**config.mk**
```make
export PLATFORM = sky130hd
export DESIGN_NAME = spi_regbank_peripheral
export DESIGN_NICKNAME = d
export VERILOG_FILES = /design/src/rtl/spi_regbank_pkg.sv /design/src/rtl/spi_sync_edge.sv /design/src/rtl/spi_regbank_peripheral.sv
export SDC_FILE = /design/constraint.sdc
export NUM_CORES = 1
export LEC_CHECK = 0
export ABC_CLOCK_PERIOD_IN_PS = 3300
export BUFFER_PORTS_ARGS = -buffer_cell sky130_fd_sc_hd__buf_2
export CAP_MARGIN = 10
export CORE_UTILIZATION = 30
export CTS_BUF_LIST = sky130_fd_sc_hd__clkbuf_4 sky130_fd_sc_hd__clkbuf_8
export DETAILED_ROUTE_END_ITERATION = 16
export REMOVE_ABC_BUFFERS = 1
export SYNTH_ARGS = -nofsm -noshare
export SYNTH_HDL_FRONTEND = slang
export SYNTH_SLANG_ARGS = --single-unit
```
**constraint.sdc**
```tcl
create_clock -name clk -period 3.3 [get_ports clk]
set_input_delay 0.165 -clock clk [delete_from_list [all_inputs] [get_ports clk]]
set_output_delay 0.165 -clock clk [all_outputs]
set_load 0.005 [all_outputs]
```
**src/rtl/spi_regbank_pkg.sv**
```systemverilog
// Shared types and frame-length helpers for the SPI register-bank peripheral.
package spi_regbank_pkg;

  typedef enum logic [1:0] {IDLE, CMD, DATA, OVERRUN} state_t;

  // R/W bit + address field + data field
  function automatic int frame_len(input int addr_w, input int data_w);
    return 1 + addr_w + data_w;
  endfunction

  // Sizes for the standard 7-bit address / 8-bit data configuration
  localparam int FRAME_LEN = frame_len(7, 8);
  localparam int CNT_W     = $clog2(FRAME_LEN + 2);

endpackage

```
**src/rtl/spi_sync_edge.sv**
```systemverilog
// Two-flop synchroniser for one asynchronous SPI pin, with rise/fall pulses
// taken from the synchronised level against a one-cycle delayed copy.
module spi_sync_edge #(
  parameter logic INIT = 1'b0
) (
  input  logic clk,
  input  logic rst,
  input  logic din,
  output logic level,
  output logic rise,
  output logic fall
);

  logic sync1_q, sync2_q, dly_q;

  always_ff @(posedge clk or posedge rst) begin
    if (rst) begin
      sync1_q <= INIT;
      sync2_q <= INIT;
      dly_q   <= INIT;
    end else begin
      sync1_q <= din;
      sync2_q <= sync1_q;
      dly_q   <= sync2_q;
    end
  end

  assign level = sync2_q;
  assign rise  = sync2_q & ~dly_q;
  assign fall  = ~sync2_q & dly_q;

endmodule

```
**src/rtl/spi_regbank_peripheral.sv**
```systemverilog
// SPI mode-0 register bank: R/W + address + data frames, writes committed on
// ncs release only for exact-length frames, register read-back on CIPO.
module spi_regbank_peripheral
  import spi_regbank_pkg::*;
#(
  parameter int ADDR_W   = 7,
  parameter int DATA_W   = 8,
  parameter int NUM_REGS = 5,
  parameter logic [NUM_REGS*DATA_W-1:0] RESET_VAL = '0
) (
  input  logic                         clk,
  input  logic                         rst,
  input  logic                         sclk,
  input  logic                         ncs,
  input  logic                         copi,
  output logic                         cipo,
  output logic                         cipo_oe,
  output logic [NUM_REGS*DATA_W-1:0]   regs_out,
  output logic                         wr_strobe,
  output logic [ADDR_W-1:0]            wr_addr
);

  localparam int FRAME_BITS = frame_len(ADDR_W, DATA_W);
  localparam int BIT_CNT_W  = $clog2(FRAME_BITS + 2);
  localparam logic [BIT_CNT_W-1:0] CNT_ADDR_LAST = BIT_CNT_W'(ADDR_W);
  localparam logic [BIT_CNT_W-1:0] CNT_ADDR_DONE = BIT_CNT_W'(ADDR_W + 1);
  localparam logic [BIT_CNT_W-1:0] CNT_FULL      = BIT_CNT_W'(FRAME_BITS);
  localparam logic [BIT_CNT_W-1:0] CNT_SAT       = BIT_CNT_W'(FRAME_BITS + 1);

  logic sclk_lvl, sclk_rise, sclk_fall;
  logic ncs_lvl, ncs_rise, ncs_fall;
  logic copi_lvl, copi_rise, copi_fall;

  spi_sync_edge #(.INIT(1'b0)) u_sync_sclk (
    .clk(clk), .rst(rst), .din(sclk), .level(sclk_lvl), .rise(sclk_rise), .fall(sclk_fall));
  spi_sync_edge #(.INIT(1'b1)) u_sync_ncs (
    .clk(clk), .rst(rst), .din(ncs), .level(ncs_lvl), .rise(ncs_rise), .fall(ncs_fall));
  spi_sync_edge #(.INIT(1'b0)) u_sync_copi (
    .clk(clk), .rst(rst), .din(copi), .level(copi_lvl), .rise(copi_rise), .fall(copi_fall));

  logic unused_sync;
  assign unused_sync = ^{sclk_lvl, copi_rise, copi_fall};

  state_t                  state_q, state_d;
  logic [BIT_CNT_W-1:0]    bit_cnt_q, bit_cnt_d;
  logic [FRAME_BITS-1:0]   rx_q, rx_d, rx_next;
  logic [DATA_W-1:0]       tx_q, tx_d;
  logic [DATA_W-1:0]       regs_q [NUM_REGS];
  logic [DATA_W-1:0]       regs_d [NUM_REGS];
  logic                    cipo_q, cipo_d, cipo_oe_q, cipo_oe_d;
  logic                    wr_strobe_q, wr_strobe_d;
  logic [ADDR_W-1:0]       wr_addr_q, wr_addr_d;

  logic [ADDR_W-1:0]       rd_addr, frame_addr;
  logic [DATA_W-1:0]       rd_data, frame_data;
  logic                    frame_rw, frame_hit, commit;

  // Lookups: read address comes from the frame including the bit being sampled now
  always_comb begin
    rx_next    = {rx_q[FRAME_BITS-2:0], copi_lvl};
    rd_addr    = rx_next[ADDR_W-1:0];
    frame_rw   = rx_q[FRAME_BITS-1];
    frame_addr = rx_q[DATA_W +: ADDR_W];
    frame_data = rx_q[DATA_W-1:0];
    frame_hit  = 32'(frame_addr) < 32'(NUM_REGS);
    rd_data    = '0;
    for (int i = 0; i < NUM_REGS; i++) begin
      if (32'(rd_addr) == i) rd_data = regs_q[i];
    end
  end

  always_comb begin
    state_d   = state_q;
    bit_cnt_d = bit_cnt_q;
    rx_d      = rx_q;
    tx_d      = tx_q;
    regs_d    = regs_q;
    commit    = 1'b0;
    if (ncs_fall) begin
      state_d   = CMD;
      bit_cnt_d = '0;
      rx_d      = '0;
      tx_d      = '0;
    end else if (ncs_rise) begin
      state_d = IDLE;
      commit  = (bit_cnt_q == CNT_FULL) && frame_rw && frame_hit;
      for (int i = 0; i < NUM_REGS; i++) begin
        if (commit && 32'(frame_addr) == i) regs_d[i] = frame_data;
      end
    end else if (sclk_rise && state_q != IDLE) begin
      if (bit_cnt_q != CNT_SAT) bit_cnt_d = bit_cnt_q + 1'b1;
      if (bit_cnt_q < CNT_FULL) rx_d = rx_next;
      case (state_q)
        CMD: begin
          if (bit_cnt_q == CNT_ADDR_LAST) begin
            state_d = DATA;
            tx_d    = rx_next[ADDR_W] ? '0 : rd_data;
          end
        end
        DATA: begin
          if (bit_cnt_q == CNT_FULL) state_d = OVERRUN;
        end
        default: ;
      endcase
    // The falling edge that closes the last address bit must not shift, so the
    // MSB is still on CIPO when the controller samples the first data bit.
    end else if (sclk_fall && state_q == DATA && bit_cnt_q > CNT_ADDR_DONE) begin
      tx_d = {tx_q[DATA_W-2:0], 1'b0};
    end

    wr_strobe_d = commit;
    wr_addr_d   = commit ? frame_addr : wr_addr_q;
    cipo_d      = (state_d == DATA) ? tx_d[DATA_W-1] : 1'b0;
    cipo_oe_d   = ~ncs_lvl;
  end

  always_ff @(posedge clk or posedge rst) begin
    if (rst) begin
      state_q     <= IDLE;
      bit_cnt_q   <= '0;
      rx_q        <= '0;
      tx_q        <= '0;
      cipo_q      <= 1'b0;
      cipo_oe_q   <= 1'b0;
      wr_strobe_q <= 1'b0;
      wr_addr_q   <= '0;
      for (int i = 0; i < NUM_REGS; i++) regs_q[i] <= RESET_VAL[i*DATA_W +: DATA_W];
    end else begin
      state_q     <= state_d;
      bit_cnt_q   <= bit_cnt_d;
      rx_q        <= rx_d;
      tx_q        <= tx_d;
      cipo_q      <= cipo_d;
      cipo_oe_q   <= cipo_oe_d;
      wr_strobe_q <= wr_strobe_d;
      wr_addr_q   <= wr_addr_d;
      regs_q      <= regs_d;
    end
  end

  generate
    for (genvar gi = 0; gi < NUM_REGS; gi++) begin : g_regs_out
      assign regs_out[gi*DATA_W +: DATA_W] = regs_q[gi];
    end
  endgenerate

  assign cipo      = cipo_q;
  assign cipo_oe   = cipo_oe_q;
  assign wr_strobe = wr_strobe_q;
  assign wr_addr   = wr_addr_q;

endmodule
```
-- Yosys cells after proc, flatten, opt, wreduce, memory -nomap -nowiden
Cells that the tools add are included.
- bits in registers: 89
- latch bits: 0
- memory bits (writable): 0
- ROM bits: 0
- logic and storage cells: 106
- memories kept: 0
- $add $sub $neg: 1
- $mul: 0
- divide/modulo/power cells: 0
- order comparisons: 3
- eq/ne operators: 17
- shift operators: 0
- muxes and demuxes: 29
- bitwise logic cells: 9
- reduce and logical (&&, ||, !) cells: 25
- operator list (kind ; count):
    $mux 8 ; 12
    $mux 16 ; 4
    $eq 7x2->1 const B ; 4
    $reduce_and 3->1 ; 7
    $mux 5 ; 4
    $eq 7x1->1 const B ; 2
    $eq 7x3->1 const B ; 2
    $logic_not 7->1 ; 2
    $logic_and 1x1->1 ; 10
    $mux 2 ; 5
    $reduce_bool 2->1 ; 4
    $lt 7x3->1 const B ; 1
    $ne 3x2->1 const B ; 2
    $add 5x1->5 const B ; 1
    $eq 5x3->1 const B ; 1
    $eq 5x5->1 const B ; 1
    $gt 5x4->1 const B ; 1
    $lt 5x5->1 const B ; 1
    $ne 5x5->1 const B ; 1
    $not 1->1 ; 5
    $and 1x1->1 ; 4
    $eq 2x2->1 const B ; 2
    $pmux 2 s2 ; 1
    $reduce_and 4->1 ; 1
    other kinds (4) ; 6

-- Depth between registers and ports, before layout
Gate-level depths: netlist of run 1.
- depth in word-level cells: 13
- depth in mapped cells: 8

-- By module
From an unflattened synthesis of run 1, not the netlist that was laid out.
- cell total of the unflattened synthesis: 357
- area, all modules: 4160.2 um^2
- modules (own cells, without submodules) (module ; instances ; cells an instance ; area an instance (um^2) ; sequential area each (um^2)):
    spi_regbank_peripheral ; 1 ; 339 ; 3875.0 ; 2026.9
    spi_sync_edge (u_sync_copi ...) ; 2 ; 6 ; 93.8 ; 75.1
    spi_sync_edge (u_sync_ncs) ; 1 ; 6 ; 97.6 ; 78.8

-- Worst setup path before layout of run 1
No wires, ideal clock.
- path kind: register -> register
- start: register state_q[0]
- end: register tx_q[1]
- arrival: 2.163 ns
- data required time: 3.174 ns
- slack: 1.011 ns
- stages on the path, launching flop included: 8
- path through: dfrtp_1 inv_1 ha_1 or3b_4 or3_1 o31a_1 maj3_2 a221o_1
- longest elaborated chain between the ends: 5
- elaborated cells between the ends (all ways): 13
- RTL lines (what ; RTL line ; source):
    start: declaration ; spi_regbank_peripheral.sv:44 ; state_t state_q, state_d;
    start signal: assignment ; spi_regbank_peripheral.sv:129 ; state_q <= state_d;
    $eq 2x2->1 / $reduce_bool 2->1 (equally long branches) ; spi_regbank_peripheral.sv:107, spi_regbank_peripheral.sv:90 ;
    $logic_and 1x1->1, on equally long branches ; spi_regbank_peripheral.sv:107, spi_regbank_peripheral.sv:90 ;
    $logic_and 1x1->1 / $mux 8 (equally long branches) ; spi_regbank_peripheral.sv:107, spi_regbank_peripheral.sv:90 ;
    $reduce_bool 3->1 (no source line) / $mux 8 (equally long branches) ; -- ;
    $reduce_and 4->1 (no source line) / $mux 8 (equally long branches) ; -- ;
    end signal: assignment ; spi_regbank_peripheral.sv:132 ; tx_q <= tx_d;
    end: declaration ; spi_regbank_peripheral.sv:47 ; logic [DATA_W-1:0] tx_q, tx_d;
Several ways; a longest one is shown, not always the timed one. The select of a mux whose other input is x is not followed.
A chain may end at the register's enable or synchronous reset.

-- Final worst setup path of run 1
- start: register state_q[0]
- end: register cipo_q, in the netlist cipo
- elaborated cells between the ends (all ways): 19
- RTL lines (what ; RTL line ; source):
    $eq 2x2->1, or another cell as far along ; spi_regbank_peripheral.sv:93 ; case (state_q)
    $pmux 2 s2 / $logic_and 1x1->1 (equally long branches) ; spi_regbank_peripheral.sv:93, spi_regbank_peripheral.sv:90 ;
    $mux 2 (*) ; spi_regbank_peripheral.sv:90 ; end else if (sclk_rise && state_q != IDLE) begin
    $mux 2 (*) ; spi_regbank_peripheral.sv:84 ; end else if (ncs_rise) begin
    $mux 2 (*) ; spi_regbank_peripheral.sv:79 ; if (ncs_fall) begin
    net state_d[1] ; spi_regbank_peripheral.sv:44 ;
    $eq 2x2->1 (*) ; spi_regbank_peripheral.sv:113 ; cipo_d = (state_d == DATA) ? tx_d[DATA_W-1] : 1'b0;
    $mux 1 (*) ; spi_regbank_peripheral.sv:113 ;
    net cipo_d ; spi_regbank_peripheral.sv:50 ; logic cipo_q, cipo_d, cipo_oe_q, cipo_oe_d;
    end signal: assignment ; spi_regbank_peripheral.sv:133 ; cipo_q <= cipo_d;
    end: declaration ; spi_regbank_peripheral.sv:50 ;
The timed path passes the listed nets; every way through them passes the cells marked *. The select of a mux whose other input is x is not followed.

==> results of run 1 <==
-- layout make-up --
type / count / area [sq um] / share of cell area
Clock buffer: 10 / 138 / 0.0294
Clock inverter: 6 / 72.6 / 0.0155
Inverter: 9 / 35.0 / 0.00748
Multi-Input combinational cell: 226 / 1650 / 0.353
Sequential cell: 89 / 2230 / 0.476
Tap cell: 172 / 215 / 0.0460
Timing Repair Buffer: 62 / 340 / 0.0727
-- routing by layer --
layer | global-route usage | vias up | routed length [microns]
met2 | 0.219 | 55 | 4210
met4 | 0.0540 | 0 | 145
met1 | 0.181 | 1338 | 4160
met5 | 0 | - | 0
met3 | 0.0314 | 14 | 362
li1 | - | 1324 | -
-- through the flow --
stage | instances | cell area (sq um)
2_1_floorplan | 324 | 3920
3_3_place_gp | 554 | 4430
3_5_place_dp | 554 | 4430
4_1_cts | 574 | 4680
5_1_grt | 574 | 4680
6_report | 574 | 4680
-- Yosys cell counts (all sizes together) (3+ instances only) --
master / number
nor2: 14
ha: 7
or4: 3
nand2b: 5
a21oi: 3
nor2b: 3
mux2i: 3
inv: 9
nand3: 3
mux2: 47
o21a: 6
nand2: 43
clkbuf: 14
dfstp: 3
and2: 4
o21ai: 32
a221o: 6
dfrtp: 86
nor3: 10
xor2: 3
a22oi: 5
-- kinds of logic after synthesis --
logic type | count (synthesis) | share of synthesized area
flops | 89 | 0.560
fa+ha+maj | 8 | 0.0248
mux | 51 | 0.148
simple gates | 101 | 0.133
buf+inv | 25 | 0.0254
xor+xnor | 3 | 0.00660
compound gates | 63 | 0.103
-- repair_timing --
item,4_1_cts,5_1_grt
buffers inserted,0,0
hold buffers,4,0
hold endpoints to repair,34,0
endpoints found under the setup margin,0,0
-- how the worst min path moves through the flow --
stage                                    from                  to  depth (start not counted)
after CTS                 u_sync_sclk.sync1_q   u_sync_sclk.level                          0
final                     u_sync_sclk.sync1_q   u_sync_sclk.level                          0
after global routing       u_sync_ncs.sync1_q    u_sync_ncs.level                          0
after global placement                    rst        bit_cnt_q[3]                          2
after detailed placement                  rst        bit_cnt_q[2]                          2
after floorplan                           ncs  u_sync_ncs.sync1_q                          0
-- state kept, by name, indices dropped and copies added (netlist names), 2 cells and up --
register and cells:
bit_cnt_q 5, rx_q 16, wr_addr 7, regs_out 40, state_q 2, tx_q 8
-- power by group through the flow --
stage	clock, mW	combinational, mW	sequential [mW]
2_1_floorplan	0	0.0919	1.18
3_3_place_gp	0	0.124	1.20
3_5_place_dp	0	0.129	1.21
4_1_cts	0.821	0.133	1.18
5_1_grt	0.856	0.148	1.19
6_report	0.794	0.129	1.18
-- worst max-delay path, delay by kind of cell, from the launching register on --
family	cells	cell delay, ns
and+or+nand+nor	3	1.08
AOI/OAI and AO/OA	1	0.54
DFF	1	0.38
buffers and inverters	1	0.10
adders and majority gates	1	0.23
==> results.py, run 1 <==
metrics = {
    "clocking": {
        "cts.sinks": 89,
        "clk_pin_slew_ns": 0.09,
        "root_buffer": "clkbuf_8",
        "cts_resized": 0,
        "clkLatencyLatePin_ns": 0.37,
        "cts_buffers": 9,
        "htreeDepth": 3,
        "tritoncts": "built",
        "clockBufferDepth": 2,
    },
    "sta": {
        "setup_viol": 0,
        "whs_ns": 0.356,
        "final_hold_viol_count": 0,
        "period_share": 0.750,
        "slew_headroom": 0.454,
        "tightestPinTransition_ns": 0.814,
        "final_max_slew_viol_count": 0,
        "rsz0062_at_grt": "false",
        "period_minus_slack_ns": 2.48,
        "setup_ws_ns": 0.824,
        "setup_tns_ns": 0,
        "max_freq_mhz": 404,
        "fin_skew_ns": 0.0171,
    },
    "power_and_ir_drop": {
        "combPwrFrac": 0.061,
        "p_int_mw": 1.55,
        "power_switching_share": 0.266,
        "clock_power_share": 0.377,
        "max-vdd-ir-drop_uv": 196,
        "seqPwrFrac": 0.562,
        "switchingPower_uw": 560,
        "power.density_nw_per_um2": 450,
        "power_mw": 2.11,
        "p_leak_nw": 2.30,
    },
    "worst_setup_path": {
        "rr_endpoint": "cipo",
        "worst-setup-path-type": "reg -> reg",
        "start_kind": "register",
        "crit_slowest_cell": "a2111oi_0",
        "path_cells": "inv_1 -> ha_1 -> nor3b_1 -> nand2_1 -> a2111oi_0 -> nor4b_1",
        "startpoint": "state_q[0]",
        "cp-endpoint": "cipo",
        "slowest_delay_ns": 0.54,
        "cp_data_required_time_ns": 3.51,
        "arrival_ns": 2.69,
        "ff2ff_path_depth": 6,
        "rrSetupSlack_ns": 0.82,
        "r2r_start": "state_q[0]",
        "end_kind": "register",
        "cp_max_fo": 4,
    },
    "detailed_routing": {
        "detail-route-antenna-nets": 0,
        "dr_total_vias": 2731,
        "drt_iter0_drc": 154,
        "routed_wirelength_microns": 8880,
        "post_drt_wl_per_cell_microns": 15.5,
        "drc": 0,
        "first_pass_iters": 4,
        "viasPerCell": 4.76,
    },
    "die": {
        "core_area_sq_um": 12800,
        "die_h_microns": 117,
        "dieArea_sq_um": 13700,
        "die_x_microns": 117,
        "ioPinCount": 55,
        "initial_core_util": 0.312,
        "num_rows": 41,
    },
    "logic_synthesis": {
        "syn_avg_cell_area_sq_um": 11.7,
        "synth_top_area_cell": "dfrtp_1",
        "synth_edf_count": 0,
        "syn-instance-count": 340,
        "yosys_warnings": 0,
        "seq_area_frac_synth": 0.560,
        "yosysUniqueCellTypes": 53,
        "ys.flop_type": "dfrtp_1",
        "synth_top_area_share": 0.540,
        "synth_area_sq_um": 3980,
        "ys_top_cells_by_area": "dfrtp_1 (54%), mux2_2 (13%), o21ai_0 (4.0%), nand2_1 (3.9%), ha_1 (2.2%)",
        "ys_ff_latch": 89,
        "synthArstFlopShare": 1.00,
    },
    "placed_design": {
        "dp_slack_ns": 0.863,
        "numPortBuffers": 54,
        "gp_congestion": 0.815,
        "place_hpwl_microns": 6380,
    },
    "min_path": {
        "hp-class": "reg -> reg",
    },
    "global_route": {
        "grt_max_degree": 36,
        "grt_antenna_before_repair": 0,
        "first_global_vias": 2708,
        "grtUsageTotal": 0.137,
        "grt_pass1_wl_microns": 14200,
        "globalRoute.totalOverflow": 0,
    },
    "finish": {
        "fillCellCount": 1248,
        "nets": 409,
        "drive_gt1_frac": 0.336,
        "syn_to_final_growth_pct": 17.6,
        "finish.utilization": 0.367,
        "layout_commonest_cell": "dfrtp_1",
        "final_cell_mix": "dfrtp_1 (86), buf_2 (54), mux2_2 (45)",
        "antennaDiodeCount": 0,
    },
    "status": {
        "status": "finished clean",
    },
    "job": {
        "maxCapViolations": 0,
    },
}
No activity file was read; power rests on OpenSTA's default activity.
==> inputs of run 2 (changes only) <==
--- a/config.mk
+++ b/config.mk
@@ -5,7 +5,7 @@
 export SDC_FILE = /design/constraint.sdc
 export NUM_CORES = 1
 export LEC_CHECK = 0
-export ABC_CLOCK_PERIOD_IN_PS = 3300
+export ABC_CLOCK_PERIOD_IN_PS = 2500
 export BUFFER_PORTS_ARGS = -buffer_cell sky130_fd_sc_hd__buf_2
 export CAP_MARGIN = 10
 export CORE_UTILIZATION = 30
==> constraint.sdc (replaced) <==
create_clock -name clk -period 2.5 [get_ports clk]
set_input_delay 0.125 -clock clk [delete_from_list [all_inputs] [get_ports clk]]
set_output_delay 0.125 -clock clk [all_outputs]
set_load 0.005 [all_outputs]
==> results.py, run 2 (synthesis gave the netlist of run 1 again) <==
metrics = {
    "global_route": {
        "grt_pass1_wl_microns": 14400,
        "grtUsageTotal": 0.142,
        "met2_usage": 0.216,
        "grt_max_degree": 90,
        "grt_use_met3": 0.0458,
        "grt_use_met1": 0.188,
        "first_global_vias": 2721,
        "globalRoute.totalOverflow": 0,
        "grt_antenna_before_repair": 0,
        "gr-max-usage-layer": "met2",
    },
    "finish": {
        "final_cell_mix": "dfrtp_1 (86), buf_2 (54), mux2_2 (45)",
        "finish.utilization": 0.372,
        "largest_reg_flops": 40,
        "syn_to_final_growth_pct": 19.2,
        "antennaDiodeCount": 0,
        "layout_commonest_cell": "dfrtp_1",
        "drive_gt1_frac": 0.354,
        "nets": 414,
    },
    "job": {
        "maxCapViolations": 0,
    },
    "worst_setup_path": {
        "cp_data_required_time_ns": 2.76,
        "arrival_ns": 2.69,
        "end_kind": "register",
        "cp_max_fo": 7,
        "worst-setup-path-type": "reg -> reg",
        "start_kind": "register",
    },
    "detailed_routing": {
        "viasPerCell": 4.79,
        "dr_total_vias": 2776,
        "first_pass_iters": 5,
        "routed_wirelength_microns": 8900,
        "drt_iter0_drc": 139,
        "post_drt_wl_per_cell_microns": 15.4,
        "drc": 0,
        "detail-route-antenna-nets": 0,
    },
    "die": {
        "die_h_microns": 117,
        "core_area_sq_um": 12800,
        "initial_core_util": 0.312,
        "die_x_microns": 117,
        "dieArea_sq_um": 13700,
        "num_rows": 41,
        "ioPinCount": 55,
    },
    "sta": {
        "final_max_slew_viol_count": 0,
        "period_share": 0.973,
        "period_minus_slack_ns": 2.43,
        "final_hold_viol_count": 0,
        "fin_skew_ns": 0.0165,
        "max_freq_mhz": 411,
        "tightestPinTransition_ns": 0.730,
        "slew_headroom": 0.513,
        "setup_viol": 0,
    },
    "placed_design": {
        "place_hpwl_microns": 6170,
        "numPortBuffers": 54,
        "gp_congestion": 0.836,
    },
    "power_and_ir_drop": {
        "max-vdd-ir-drop_uv": 279,
        "p_leak_nw": 2.33,
        "power.density_nw_per_um2": 588,
        "power_mw": 2.79,
    },
    "clocking": {
        "tritoncts": "built",
        "clkLatencyLatePin_ns": 0.38,
        "cts.sinks": 89,
        "cts_buffers": 9,
        "clockBufferDepth": 2,
        "clk_pin_slew_ns": 0.08,
        "root_buffer": "clkbuf_8",
        "htreeDepth": 3,
    },
    "min_path": {
        "hp-class": "reg -> reg",
    },
    "status": {
        "status": "finished clean",
    },
}
[run 2: what timing repair did]
item / in CTS / in global routing
gates resized for setup: 0 / 4
hold buffers: 4 / 0
setup buffers: 0 / 2
endpoints found under the setup margin: 0 / 7
hold endpoints to repair: 89 / 0
[run 2: worst max-delay path, stage by stage, from the launching register on]
cell and delay, ns:
dfrtp_1 0.37, inv_1 0.10, ha_2 0.20, or3b_4 0.40, or3_1 0.39, o31a_1 0.13, maj3_2 0.36, a221o_1 0.36
[run 2: area by class of cell]
class / count / area (sq um)
clock buffer: 11 / 145
inverter: 9 / 35.0
tap: 172 / 215
clock inverter: 5 / 61.3
multi-input combinational: 226 / 1670
timing repair buffer: 67 / 390
sequential: 89 / 2230
fill: 1252 / 8020
[run 2: routing by layer]
metal / vias to the layer above / share of wire
li1: 1331 / -
met1: 1387 / 0.47
met2: 48 / 0.48
met3: 10 / 0.041
met4: 0 / 0.015
met5: - / 0
[run 2: through the flow]
step | TNS (ns) | instance area [sq um] | instances | worst slack (ns) | hold slack (ns)
finish | 0 | 4750 | 579 | 0.0682 | 0.355
detailed placement | 0 | 4470 | 557 | 0.0673 | 0.235
global route | -0.0104 | 4750 | 579 | -0.00653 | 0.358
CTS | 0 | 4710 | 577 | 0.0585 | 0.356
floorplan | 0 | 3920 | 324 | 0.0731 | 0.129
global placement | 0 | 4470 | 557 | 0.140 | 0.234
[run 2: power breakdown]
group	leakage [nW]	internal (mW)	total [mW]	switching [mW]
Combinational	1.01	0.0752	0.205	0.129
Sequential	1.21	1.47	1.55	0.0715
Clock	0.108	0.508	1.04	0.533
[run 2: final timing paths]
path | slack (ns) | cells after the start | to | startpoint
max in group asynchronous | 1.74 | 4 | u_sync_ncs.dly_q | rst
min in group asynchronous | 0.38 | 4 | bit_cnt_q[3] | rst
setup reg to reg | 0.07 | 7 | tx_q[1] | state_q[1]
hold reg to reg | 0.35 | 0 | u_sync_sclk.level | u_sync_sclk.sync1_q
hold / removal | 0.35 | 0 | u_sync_sclk.level | u_sync_sclk.sync1_q
setup / recovery | 0.07 | 7 | tx_q[1] | state_q[1]
